[src/rtl/uart_rx_word32_pkg.sv]
// Shared definitions for the 8N1 UART link: byte FSM states and bit-timing helpers.
package uart_rx_word32_pkg;

    // Byte receiver FSM states
    typedef enum logic [2:0] {
        StIdle,
        StStart,
        StData,
        StStop,
        StBreak
    } rx_state_e;

    // Start + 8 data + stop
    localparam int unsigned FRAME_BITS = 10;

    // Clocks per bit; integer division, matches the transmitter side
    function automatic int unsigned calc_cpb(input int unsigned clk_hz,
                                             input int unsigned bit_rate);
        return clk_hz / bit_rate;
    endfunction

    // Offset from the start edge to the middle of the start bit
    function automatic int unsigned calc_half_cpb(input int unsigned clk_hz,
                                                  input int unsigned bit_rate);
        return calc_cpb(clk_hz, bit_rate) / 2;
    endfunction

endpackage

[src/rtl/uart_rx_word32_byte.sv]
// 8N1 byte receiver: input synchroniser, mid-bit sampling FSM, byte and framing-error pulses.
module uart_rx_byte
    import uart_rx_word32_pkg::*;
#(
    parameter int unsigned CLK_HZ   = 500000,
    parameter int unsigned BIT_RATE = 9600
) (
    input  logic       i_clk,
    input  logic       i_rst_n,
    input  logic       i_rxd,
    output logic [7:0] o_byte,
    output logic       o_byte_valid,
    output logic       o_frame_err,
    output logic       o_busy,
    output logic       o_start,     // start edge seen this cycle
    output logic       o_accept,    // good stop bit this cycle; o_byte_valid follows
    output logic       o_reject,    // bad stop bit this cycle; o_frame_err follows
    output logic [7:0] o_shift      // assembled data bits, complete while in StStop
);

    localparam int unsigned CPB  = calc_cpb(CLK_HZ, BIT_RATE);
    localparam int unsigned HALF = calc_half_cpb(CLK_HZ, BIT_RATE);
    localparam int unsigned CW   = $clog2(CPB + 1);

    logic       r_sync1;
    logic       r_sync2;
    rx_state_e  r_state;
    rx_state_e  w_state_d;
    logic [CW-1:0] r_cnt;
    logic [2:0] r_bit;
    logic [7:0] r_shift;
    logic [7:0] r_byte;
    logic       r_byte_valid;
    logic       r_frame_err;

    logic w_rxs;
    logic w_tick;
    logic w_half;
    logic w_start;
    logic w_sample;
    logic w_accept;
    logic w_reject;

    assign w_rxs  = r_sync2;
    // r_cnt equals the number of cycles since the last timing reference
    assign w_tick = (r_cnt == CW'(CPB));

    // Two-flop synchroniser, idles high
    always_ff @(posedge i_clk or negedge i_rst_n) begin
        if (!i_rst_n) begin
            r_sync1 <= 1'b1;
            r_sync2 <= 1'b1;
        end else begin
            r_sync1 <= i_rxd;
            r_sync2 <= r_sync1;
        end
    end

    // FSM state register
    always_ff @(posedge i_clk or negedge i_rst_n) begin
        if (!i_rst_n) r_state <= StIdle;
        else          r_state <= w_state_d;
    end

    // FSM next-state logic
    always_comb begin
        w_state_d = r_state;
        unique case (r_state)
            StIdle:  if (!w_rxs) w_state_d = StStart;
            StStart: if (r_cnt == CW'(HALF)) w_state_d = w_rxs ? StIdle : StData;
            StData:  if (w_tick && r_bit == 3'd7) w_state_d = StStop;
            StStop:  if (w_tick) w_state_d = w_rxs ? StIdle : StBreak;
            StBreak: if (w_rxs) w_state_d = StIdle;
            default: w_state_d = StIdle;
        endcase
    end

    // FSM decoded strobes
    always_comb begin
        w_start  = (r_state == StIdle) && !w_rxs;
        w_half   = (r_state == StStart) && (r_cnt == CW'(HALF));
        w_sample = (r_state == StData) && w_tick;
        w_accept = (r_state == StStop) && w_tick && w_rxs;
        w_reject = (r_state == StStop) && w_tick && !w_rxs;
    end

    // Bit timer, data shifter and registered output pulses
    always_ff @(posedge i_clk or negedge i_rst_n) begin
        if (!i_rst_n) begin
            r_cnt        <= '0;
            r_bit        <= '0;
            r_shift      <= '0;
            r_byte       <= '0;
            r_byte_valid <= 1'b0;
            r_frame_err  <= 1'b0;
        end else begin
            r_byte_valid <= w_accept;
            r_frame_err  <= w_reject;
            if (w_start || w_half || w_sample) begin
                r_cnt <= CW'(1);
            end else if (r_state == StStart || r_state == StData || r_state == StStop) begin
                r_cnt <= r_cnt + CW'(1);
            end else begin
                r_cnt <= '0;
            end
            if (w_start) r_bit <= '0;
            else if (w_sample) r_bit <= r_bit + 3'd1;
            if (w_sample) r_shift <= {w_rxs, r_shift[7:1]};
            if (w_accept) r_byte <= r_shift;
        end
    end

    assign o_byte       = r_byte;
    assign o_byte_valid = r_byte_valid;
    assign o_frame_err  = r_frame_err;
    assign o_busy       = (r_state != StIdle);
    assign o_start      = w_start;
    assign o_accept     = w_accept;
    assign o_reject     = w_reject;
    assign o_shift      = r_shift;

endmodule

[src/rtl/uart_rx_word32.sv]
// UART receiver that packs four consecutive bytes, LSB first, into 32-bit words,
// with an inter-byte timeout that drops a stale partial word.
module uart_rx_word32
    import uart_rx_word32_pkg::*;
#(
    parameter int unsigned CLK_HZ       = 500000,
    parameter int unsigned BIT_RATE     = 9600,
    parameter int unsigned TIMEOUT_BITS = 20
) (
    input  logic        i_clk,
    input  logic        i_rst_n,
    input  logic        i_uart_rxd,
    output logic [7:0]  o_byte_out,
    output logic        o_byte_valid,
    output logic [31:0] o_word_out,
    output logic        o_word_valid,
    output logic        o_frame_err,
    output logic        o_timeout,
    output logic        o_busy
);

    localparam int unsigned CPB    = calc_cpb(CLK_HZ, BIT_RATE);
    localparam int unsigned TO_CYC = TIMEOUT_BITS * CPB;
    localparam int unsigned TW     = $clog2(TO_CYC + 1);

    logic        w_start;
    logic        w_accept;
    logic        w_reject;
    logic        w_busy;
    logic [7:0]  w_shift;
    logic        w_to_fire;

    logic [1:0]    r_byte_cnt;
    logic [23:0]   r_acc;
    logic [31:0]   r_word;
    logic          r_word_valid;
    logic [TW-1:0] r_to_cnt;
    logic          r_timeout;

    uart_rx_byte #(
        .CLK_HZ   (CLK_HZ),
        .BIT_RATE (BIT_RATE)
    ) u_byte (
        .i_clk        (i_clk),
        .i_rst_n      (i_rst_n),
        .i_rxd        (i_uart_rxd),
        .o_byte       (o_byte_out),
        .o_byte_valid (o_byte_valid),
        .o_frame_err  (o_frame_err),
        .o_busy       (w_busy),
        .o_start      (w_start),
        .o_accept     (w_accept),
        .o_reject     (w_reject),
        .o_shift      (w_shift)
    );

    // A start edge on the terminal count suppresses the timeout
    assign w_to_fire = !w_busy && (r_byte_cnt != 2'd0) && !w_start
                       && (r_to_cnt == TW'(TO_CYC - 1));

    // Word assembly; word pulse is aligned with the 4th byte pulse
    always_ff @(posedge i_clk or negedge i_rst_n) begin
        if (!i_rst_n) begin
            r_byte_cnt   <= '0;
            r_acc        <= '0;
            r_word       <= '0;
            r_word_valid <= 1'b0;
        end else begin
            r_word_valid <= 1'b0;
            if (w_accept) begin
                r_byte_cnt <= r_byte_cnt + 2'd1;
                unique case (r_byte_cnt)
                    2'd0: r_acc[7:0]   <= w_shift;
                    2'd1: r_acc[15:8]  <= w_shift;
                    2'd2: r_acc[23:16] <= w_shift;
                    2'd3: begin
                        r_word       <= {w_shift, r_acc};
                        r_word_valid <= 1'b1;
                    end
                    default: ;
                endcase
            end else if (w_reject || w_to_fire) begin
                r_byte_cnt <= '0;
            end
        end
    end

    // Inter-byte idle timer, only live with a partial word and an idle line
    always_ff @(posedge i_clk or negedge i_rst_n) begin
        if (!i_rst_n) begin
            r_to_cnt  <= '0;
            r_timeout <= 1'b0;
        end else begin
            r_timeout <= w_to_fire;
            if (w_busy || r_byte_cnt == 2'd0 || w_start || w_to_fire) r_to_cnt <= '0;
            else r_to_cnt <= r_to_cnt + TW'(1);
        end
    end

    assign o_word_out   = r_word;
    assign o_word_valid = r_word_valid;
    assign o_timeout    = r_timeout;
    assign o_busy       = w_busy;

endmodule
[config.mk]
export PLATFORM = sky130hd
export DESIGN_NAME = uart_rx_word32
export DESIGN_NICKNAME = d
export VERILOG_FILES = /design/src/rtl/uart_rx_word32_pkg.sv /design/src/rtl/uart_rx_word32_byte.sv /design/src/rtl/uart_rx_word32.sv
export SDC_FILE = /design/constraint.sdc
export NUM_CORES = 1
export LEC_CHECK = 0
export BUFFER_PORTS_ARGS = -buffer_cell sky130_fd_sc_hd__buf_2
export CAP_MARGIN = 30
export CELL_PAD_IN_SITES_DETAIL_PLACEMENT = 1
export CELL_PAD_IN_SITES_GLOBAL_PLACEMENT = 1
export CORE_MARGIN = 4
export CORE_UTILIZATION = 43
export CTS_BUF_LIST = sky130_fd_sc_hd__clkbuf_16
export DETAILED_ROUTE_END_ITERATION = 8
export PLACE_DENSITY_LB_ADDON = 0.1
export SLEW_MARGIN = 30
export SYNTH_ARGS = -nofsm -noshare
export SYNTH_HDL_FRONTEND = slang
export SYNTH_HIERARCHICAL = 1
export SYNTH_SLANG_ARGS = --single-unit
[constraint.sdc]
create_clock -name i_clk -period 2.1 [get_ports i_clk]
set_clock_uncertainty 0.2 [all_clocks]
set_input_delay 0.42 -clock i_clk [delete_from_list [all_inputs] [get_ports i_clk]]
set_output_delay 0.42 -clock i_clk [all_outputs]
set_load 0.1 [all_outputs]
After elaboration in Yosys (flattened, before gate mapping)
Index checks and enable logic that the tools add are counted.

Equal/unequal tests: 16. Multiplexer cells: 17. Reductions and logical operators: 32. Add/sub/neg operators: 4.

Operators with widths (number): 2-to-1 mux 3 bit (8); case mux 3 bit (5 select lines) (1); 2-to-1 mux 6 bit (2); adder 11 x 1 -> 11 bit, second input constant (1); equality test 11 bit, second input constant (1); 2-to-1 mux 11 bit (1); logical AND 1 bit (10); logical OR 1 bit (8); != test 2 x 1 -> 1 bit, second input constant (4); AND reduction 2 bit (4); adder 6 x 1 -> 6 bit, second input constant (1); equality test 3 x 2 -> 1 bit, second input constant (2); equality test 3 bit, second input constant (2); equality test 6 x 5 -> 1 bit, second input constant (1); equality test 6 bit, second input constant (1); 2-to-1 mux 2 bit (3); nonzero test 2 bit (3); AND reduction 5 bit (1); equality test 2 bit, second input constant (2); adder 3 x 1 -> 3 bit, second input constant (1); equality test 3 x 1 -> 1 bit, second input constant (1); zero test 1 bit (3); zero test 3 bit (1); nonzero test 3 bit (1); 5 further kinds (6).

Logic and storage cells: 86. Bits in registers: 103. Input port bits: 3. Output and inout port bits: 45.

Longest topological paths before layout
Gate-level depths: netlist of run 1.

Depth after elaboration: 8. Depth in mapped cells: 9. Gate-level depth less buffers: 7.

Modules after synthesis
The synthesis of run 1 kept the hierarchy.

Modules (own cells, without submodules): uart_rx_word32 (area an instance 2822.7 sq um, times used 1, cells each 189, sequential area each 1776.7 sq um); uart_rx_byte (area an instance 1492.7 sq um, times used 1, cells each 118, sequential area each 803.3 sq um).

Worst setup path before layout of run 1
Ideal clock, no wire load.

Path kind: register -> register. Start point: register u_byte.r_state[1]. End point: register r_byte_cnt[0]. Slack: -0.443 ns. Period minus slack after synthesis: 2.543 ns. Stages on the path, launching flop included: 6. Data required time: 1.772 ns. Buffers on the path: 1. Data arrival time: 2.215 ns. Library setup time: 0.128 ns. Cell sequence: dfrtp_1 -> buf_2 -> or3_1 -> or3_1 -> nor4_4 -> o2bb2ai_1.

Longest elaborated chain between the ends: 7. Elaborated cells between the ends (all ways): 15. Those cells by class: eq/ne: 1; mux: 1; reduce/logical: 13.

Ends and longest elaborated chain: start, declared (RTL line uart_rx_word32_byte.sv:27) `rx_state_e r_state;`; start signal, assigned (RTL line uart_rx_word32_byte.sv:61) `if (!i_rst_n) r_state <= StIdle;`; start signal, assigned (RTL line uart_rx_word32_byte.sv:62) `else r_state <= w_state_d;`; nonzero test 3 bit (RTL line uart_rx_word32_byte.sv:116) `assign o_busy = (r_state != StIdle);`; via o_busy (RTL line uart_rx_word32.sv:19) `output logic o_busy`; zero test 1 bit (RTL line uart_rx_word32.sv:58) `assign w_to_fire = !w_busy && (r_byte_cnt != 2'd0) && !w_start`; logical AND 1 bit (2 in series) (RTL line uart_rx_word32.sv:58); logical AND 1 bit (RTL line uart_rx_word32.sv:59) `&& (r_to_cnt == TW'(TO_CYC - 1));`; via w_to_fire (RTL line uart_rx_word32.sv:31) `logic w_to_fire;`; logical OR 1 bit (RTL line uart_rx_word32.sv:82) `end else if (w_reject || w_to_fire) begin`; nonzero test 2 bit (no line); end signal, assigned (RTL line uart_rx_word32.sv:71) `r_byte_cnt <= r_byte_cnt + 2'd1;`; end, declared (RTL line uart_rx_word32.sv:33) `logic [1:0] r_byte_cnt;`.

The timed path passes the listed nets, and every way through them passes these cells. A chain may end at the register's enable or synchronous reset.

Worst setup path in the final report of run 1
Start point: register u_byte.r_cnt[0]. End point: register r_word[23], in the netlist o_word_out[23].

Longest elaborated chain between the ends: 4.

Ends and longest elaborated chain: start, declared (RTL line uart_rx_word32_byte.sv:29) `logic [CW-1:0] r_cnt;`; start signal, assigned (RTL line uart_rx_word32_byte.sv:102) `r_cnt <= r_cnt + CW'(1);`; equality test 6 bit (RTL line uart_rx_word32_byte.sv:46) `assign w_tick = (r_cnt == CW'(CPB));`; logical AND 1 bit (2 in series) (RTL line uart_rx_word32_byte.sv:83) `w_accept = (r_state == StStop) && w_tick && w_rxs;`; via w_accept (RTL line uart_rx_word32.sv:27) `logic w_accept;`; AND reduction 2 bit (no line); end signal, assigned (RTL line uart_rx_word32.sv:77) `r_word <= {w_shift, r_acc};`; end, declared (RTL line uart_rx_word32.sv:35) `logic [31:0] r_word;`.

The timed path passes the listed nets, and every way through them passes these cells.

==> summary.txt, run 1 <==
Cells and area
  – Nets: 401
  – Area growth, synth to finish: 24.3%
  – Antenna Cells: 0
  – Fillers: ~1k
  – Layout cells sized above 1: 46.6%

Hold path
  – Hold Path Depth: 0
  – Hold EP: u_byte/r_sync2
  – HP Class: reg -> reg
  – Hold Path Origin: u_byte/r_sync1

Detailed routing
  – Routed vias/inst: 5.25
  – Routed len/inst: 18.0 um
  – Post-route ant nets: 0
  – Post-route DRC: 0
  – DR iter-0 viols: 60
  – Number of detailed-route iterations in the first pass: 4
  – Final WL: approximately 9500 um
  – Vias: 2762

Global route
  – Initial antenna violation count: 0
  – Vias in the first global route: 2909
  – Total gr overflow: 0
  – Pin count of the biggest net entering global routing: 39
  – First-pass GRT wire length: roughly 15000 um
  – GRT Overall Usage: approximately 17%

Synth
  – Netlist Area Pre-Place: roughly 0.0043 mm2
  – Most common cell in the synthesized netlist: dfrtp_1
  – Synth Instances: 307
  – Post-synth top area cell: dfrtp_1
  – Synth Area in Adders: under 10%
  – Yosys cell types: 45
  – Synth top area share: between 50% and 60%
  – Primary FF master, synth: dfrtp_1
  – Synth top cells by count: dfrtp_1, mux2_2, nand2_1
  – Post-synthesis compound-gate area fraction: under 10%
  – Seq/Total Area, Yosys: around three fifths
  – Asr flop ratio synth: between 90% and 100%
  – Synth Area in Simple Gates: a little under a tenth
  – Mux contribution to synthesized area: approximately a fifth
  – Synth Register Bits: ~100
  – Main combinational cell family by area after synthesis: multiplexers
  – Synthesized net count: 320
  – Syn Area/Cell: around 14 um2
  – Post-synth EDFFs: 0
  – Ranking of synthesized cells by area: dfrtp_1, mux2_2, ha_1, mux2_4, nand2_1
  – Synth Warn #: 6
  – Post-Synth XOR/XNOR Area: about 1.2%

Clock tree
  – Total CTS buffers: 9
  – Root Driver: clkbuf_16
  – CTS Buffer Depth: 2
  – Worst skew pair latency: roughly 0.34 ns
  – Worst-path clk slew: approximately 0.070 ns
  – CTS sink cnt: just over 100
  – CTS tree: built
  – Level count of the clock H-tree: 3

Critical path
  – CP Max Fanout: 7
  – Crit path DAT: between 2 and 2.5 ns
  – R2R Path Start: u_byte/r_cnt[0]
  – CP endpoint kind: flip-flop
  – Flop-to-flop setup slack: approximately 0.0046 ns
  – Worst endpoint required time: roughly 2.1 ns
  – CP Launch Point: u_byte/r_cnt[0]
  – FF-to-FF End: o_word_out[23]
  – Path depth of the worst reg2reg path: 8
  – Crit start category: flip-flop
  – Crit path kind: reg -> reg

Floorplanning
  – Ports: 48
  – Die Area: between 0.01 and 0.015 mm2
  – Die Width: about 110 um
  – Core Region: about 0.0098 mm2
  – Initial Utilization: about 44%
  – Die Y: between 100 and 150 um
  – Rows: 36

STA
  – Fin crit period: around 2.1 ns
  – Final setup fails: 0
  – Slew Limit Fails: 0
  – Least-Margin Pin Slew: about 0.5 ns
  – FMAX: 477 MHz
  – Fin worst setup slack: around 0.0046 ns
  – Final Hold Viols: 0
  – Unrepaired setup endpoints after global routing: yes
  – Period utilization: 99.8%
  – Relative slew slack: around two thirds

Power and ir drop
  – Sw Ratio: between 20 and 30%
  – Internal: ~3.1 mW
  – PD cells: between 700 and 800 mW/mm2
  – Worst vdd ir: roughly 0.5 mV
  – Overall power: roughly 4.2 mW
  – Logic gate share of total power: roughly an eighth
  – Clk pwr share: between 30% and 40%
  – Sequential share of power: 49.9%
  – Leak Pwr: 2.78 nW
  – Sw power: between 1 and 1.5 mW

Placement
  – GPL Wtd Cong: ~0.76
  – Dpl hpwl: about 6400 um
  – Pre-CTS WS: 0.0376 ns
  – Port buffer count: between 40 and 50

Flow run
  – MaxCap Viol Count: 0

Outcome
  – Status: completed
power groups by stage:
| stage | Clock, mW | Sequential, mW | Combinational, mW |
|---|---|---|---|
| final | 1.59 | 2.08 | 0.504 |
| after CTS | 1.64 | 2.08 | 0.485 |
| after global placement | 0 | 2.12 | 0.466 |
| after global routing | 1.73 | 2.09 | 0.558 |
| after detailed placement | 0 | 2.12 | 0.476 |
| after floorplan | 0 | 2.14 | 0.232 |
cell families (layout without fill, tap and decap cells):
| kind of cell | count (synthesis) | after routing |
|---|---|---|
| buffers and inverters | 20 | 106 |
| AOI/OAI and AO/OA | 32 | 32 |
| and+or+nand+nor | 64 | 64 |
| muxes | 72 | 72 |
| adders and majority gates | 10 | 10 |
| xor gates and xnor gates | 6 | 6 |
| DFF | 103 | 103 |
critical path: stages, from the launching register on:
cell,delay [ns]
dfrtp_1,0.36
inv_2,0.05
ha_2,0.19
and4b_2,0.25
nand3_4,0.08
clkinvlp_4,0.19
nand2_8,0.17
clkbuf_16,0.16
mux2_2,0.32
worst max-delay path by stage:
stage                     cells past startpoint             end  slack [ns]
after floorplan                               9  o_word_out[10]       -0.03
after global placement                        8       r_acc[18]        0.10
after detailed placement                      8       r_acc[21]        0.04
after CTS                                     2          o_busy        0.01
after global routing                          8  o_word_out[23]       -0.07
final                                         8  o_word_out[23]       0.005
timing repair:
action,4_1_cts,5_1_grt
gates cloned,0,3
setup endpoints to repair,1,58
gates resized for setup,2,16
hold endpoints to repair,17,0
buffers inserted,0,2
pin swaps,0,5
hold buffers,2,0
sequential cells by signal, indices dropped and copies added (netlist names):
signal and count:
o_word_out 32, r_acc 24, r_to_cnt 11, u_byte/o_byte 8, u_byte/o_shift 8, u_byte/r_cnt 6, u_byte/r_bit 3, u_byte/r_state 3
r_byte_cnt 2, o_timeout 1, o_word_valid 1, u_byte/o_byte_valid 1, u_byte/o_frame_err 1, u_byte/r_sync1 1, u_byte/r_sync2 1
per-layer routing:
metal	part of all wire [%]	track usage, %	routed length, um
met5	0	0	0
met4	1.3	6.40	121
met3	3.0	3.28	281
met2	53	28.5	5000
met1	43	21.8	4090
cell usage in the layout, fill, tap and decap left out, drive strengths merged, types with 2 or more instances in the layout:
master	count
a21oi	9
a22oi	2
and2	2
and4b	2
buf	73
clkbuf	11
clkinv	4
dfrtp	101
dfstp	2
dlygate4sd3	2
ha	10
inv	15
mux2	72
nand2	17
nand3	8
nand4	2
nand4b	3
nor2	9
nor3	2
nor4	3
o21ai	5
o221ai	3
o31ai	4
or2	2
or3	8
or4	3
xnor2	2
xor2	4
final cells by class:
type	count	area [um2]	area share (%)
Inverter	13	52.6	0.979
Clock buffer	9	225	4.20
Clock inverter	7	55.1	1.03
Multi-Input combinational cell	184	1710	31.8
Sequential cell	103	2580	48.1
Timing Repair Buffer	77	578	10.8
Tap cell	133	166	3.10
per-stage QoR:
stage	cells	setup TNS [ns]	util [%]	hold WS, ns	area [um2]
5_1_grt	526	-2.66	54.9	0.166	5370
3_3_place_gp	503	0	50.4	0.124	4920
2_1_floorplan	307	-0.685	-	-0.0756	4350
4_1_cts	521	0	53.5	0.160	5230
6_report	526	0	54.9	0.159	5370
3_5_place_dp	503	0	50.4	0.125	4920
No activity file was read; power rests on OpenSTA's default activity.
==> inputs of run 2 (changes only) <==
- SETUP_SLACK_MARGIN: not set -> 0.05
==> summary.txt, run 2 (synthesized netlist as in run 1, its figures left out) <==
Clock tree
  – Worst-path clk slew: 0.07 ns (about the same)
  – CTS Buffer Depth: 2 (unchanged)
  – CTS tree: built
  – Level count of the clock H-tree: 3 (unchanged)
  – Root Driver: clkbuf_16
  – CTS sink cnt: 103 (unchanged)
  – Worst skew pair latency: 0.34 ns (about the same)
  – Total CTS buffers: 9 (unchanged)

Global route
  – Initial antenna violation count: 0 (unchanged)
  – Pin count of the biggest net entering global routing: 33 (-15%)
  – First-pass GRT wire length: 14600 um (-3.5%)
  – Vias in the first global route: 2878 (-1.1%)
  – Total gr overflow: 0 (unchanged)
  – GRT Overall Usage: 16.4% (-0.56 points)

Outcome
  – Status: completed

Detailed routing
  – Final WL: 9540 um (+0.53%)
  – Vias: 2746 (-0.58%)
  – Number of detailed-route iterations in the first pass: 4 (unchanged)
  – Post-route DRC: 0 (unchanged)
  – Routed len/inst: 18.1 um (+0.15%)
  – Routed vias/inst: 5.20 (-0.96%)
  – DR iter-0 viols: 95 (+58%)
  – Post-route ant nets: 0 (unchanged)

Floorplanning
  – Die Width: 108 um (unchanged)
  – Die Y: 108 um (unchanged)
  – Initial Utilization: 44.2% (unchanged)
  – Die Area: 0.0117 mm2 (unchanged)
  – Ports: 48 (unchanged)
  – Core Region: 0.00977 mm2 (unchanged)
  – Rows: 36 (unchanged)

STA
  – Final setup fails: 0 (unchanged)
  – Relative slew slack: 66.9% (-0.29 points)
  – Final Hold Viols: 0 (unchanged)
  – FMAX: 482 MHz (+0.99%)
  – Hold Slack: 0.157 ns (-0.00173 ns)
  – Fin crit period: 2.07 ns (-0.0206 ns)
  – Unrepaired setup endpoints after global routing: yes
  – Slew Limit Fails: 0 (unchanged)
  – Period utilization: 98.8% (-0.98 points)
  – Least-Margin Pin Slew: 0.500 ns (+0.00433 ns)

Cells and area
  – Max reg flops: 32 (unchanged)
  – Layout cells sized above 1: 47.3% (+0.78 points)
  – Area growth, synth to finish: 27.8%
  – Leading cell types in the layout, fill and taps excluded: dfrtp_1, buf_2, mux2_4, mux2_2, buf_4
  – Nets: 403 (+0.50%)
  – Non-filler cells, final: 528 (+0.38%)
  – Antenna Cells: 0 (unchanged)
  – Most common cell after layout, fill and taps aside: dfrtp_1

Critical path
  – Path depth of the worst reg2reg path: 8 (unchanged)
  – Crit path DAT: 2.11 ns (about the same)
  – Crit path kind: reg -> reg
  – Crit-path slowest cell: dfrtp_1
  – CP Max Fanout: 6 (-1)
  – Crit-path max cell delay: 0.35 ns (about the same)
  – Crit start category: flip-flop
  – Worst endpoint required time: 2.13 ns (about the same)
  – CP endpoint kind: flip-flop
  – Cell Chain, Critical Path: inv_1, ha_4, and4b_2, nand3_4, clkinvlp_4, nand2_8, clkbuf_16, mux2_4

Placement
  – Placed Cells: 502 (-0.20%)
  – GPL Wtd Cong: 0.777 (+2.4%)
  – Dpl hpwl: 6330 um (-0.42%)
  – Port buffer count: 47 (unchanged)

Power and ir drop
  – Leak Pwr: 2.89 nW (+4.1%)
  – Sw power: 1.07 mW (-1.5%)
  – Internal: 3.09 mW (-0.14%)
  – Overall power: 4.15 mW (-0.49%)
  – Logic gate share of total power: 11.9% (-0.2 points)
  – Sequential share of power: 50.3% (+0.4 points)
  – Sw Ratio: 25.7% (-0.26 points)
  – PD cells: 753 mW/mm2 (-3.2%)
  – Worst vdd ir: 0.460 mV (-6.3%)
  – Clk pwr share: 37.9% (-0.2 points)

Hold path
  – Hold Path Depth: 0 (unchanged)
  – HP Class: reg -> reg

Flow run
  – MaxCap Viol Count: 0 (unchanged)
[run 2: cell count changes in the layout (fill, tap and decap cells not counted)]
cell	delta
buf_4	+1
clkbuf_16	+1
clkinv_4	-1
clkinvlp_4	+1
dfrtp_1	-1
dfrtp_2	+1
ha_2	-1
ha_4	+1
mux2_2	-27
mux2_4	+27
nor4_1	-1
nor4_2	+1
[run 2: power by group through the flow]
stage / logic (mW) / clock network (mW) / registers [mW]
after floorplan: 0.232 / 0 / 2.14
after global placement: 0.449 / 0 / 2.12
after detailed placement: 0.453 / 0 / 2.12
after CTS: 0.463 / 1.62 / 2.09
after global routing: 0.549 / 1.71 / 2.10
final: 0.492 / 1.57 / 2.09
[run 2: area by class of cell]
type                    instances  area (um2)
well taps                     133         166
multi-input cells             184        1820
repair buffers                 79         611
fillers                       995        4260
inverters                      13        52.6
flip-flops and latches        103        2580
clock inverters                 7        53.8
clock buffers                   9         225
[run 2: final timing paths]
| check | start | end | slack, ns |
|---|---|---|---|
| worst max-delay path | u_byte/r_cnt[1] | o_word_out[11] | 0.03 |
| min in group asynchronous | i_rst_n | r_acc[9] | 0.36 |
| worst min-delay path | u_byte/r_sync1 | u_byte/r_sync2 | 0.16 |
| max in group asynchronous | i_rst_n | u_byte/r_sync2 | 0.73 |
| worst max register to register | u_byte/r_cnt[1] | o_word_out[11] | 0.03 |
| worst min register to register | u_byte/r_sync1 | u_byte/r_sync2 | 0.16 |
[run 2: critical path: cells and delay by family, from the launching register on]
family | cells | cell delay [ns]
AND/OR/NAND/NOR | 3 | 0.51
adder cells (fa/ha/maj) | 1 | 0.17
flip-flops | 1 | 0.35
buffers and inverters | 3 | 0.44
multiplexers | 1 | 0.30
[run 2: timing repair]
action / CTS / global route
pin swaps: 0 / 6
hold buffers: 2 / 0
setup buffers: 0 / 4
gates resized for setup: 3 / 45
cloned: 0 / 4
setup endpoints to repair: 45 / 59
endpoints found under the hold margin: 29 / 0
[run 2: routing by layer]
metal	GRT usage, %	wire, um
met2	27.2	4760
met5	0	0
met4	5.14	144
met1	21.3	4340
met3	4.00	297
[run 2: through the flow]
step / util, % / setup TNS, ns / setup slack, ns / area, um2
final: 56.4 / 0 / 0.0252 / 5520
after global routing: 56.4 / -0.821 / -0.0412 / 5520
after CTS: 53.4 / 0 / 0.0276 / 5220
after detailed placement: 50.3 / 0 / 0.0403 / 4920
after global placement: 50.3 / 0 / 0.0770 / 4920
after floorplan: - / 0 / 0.0283 / 4370
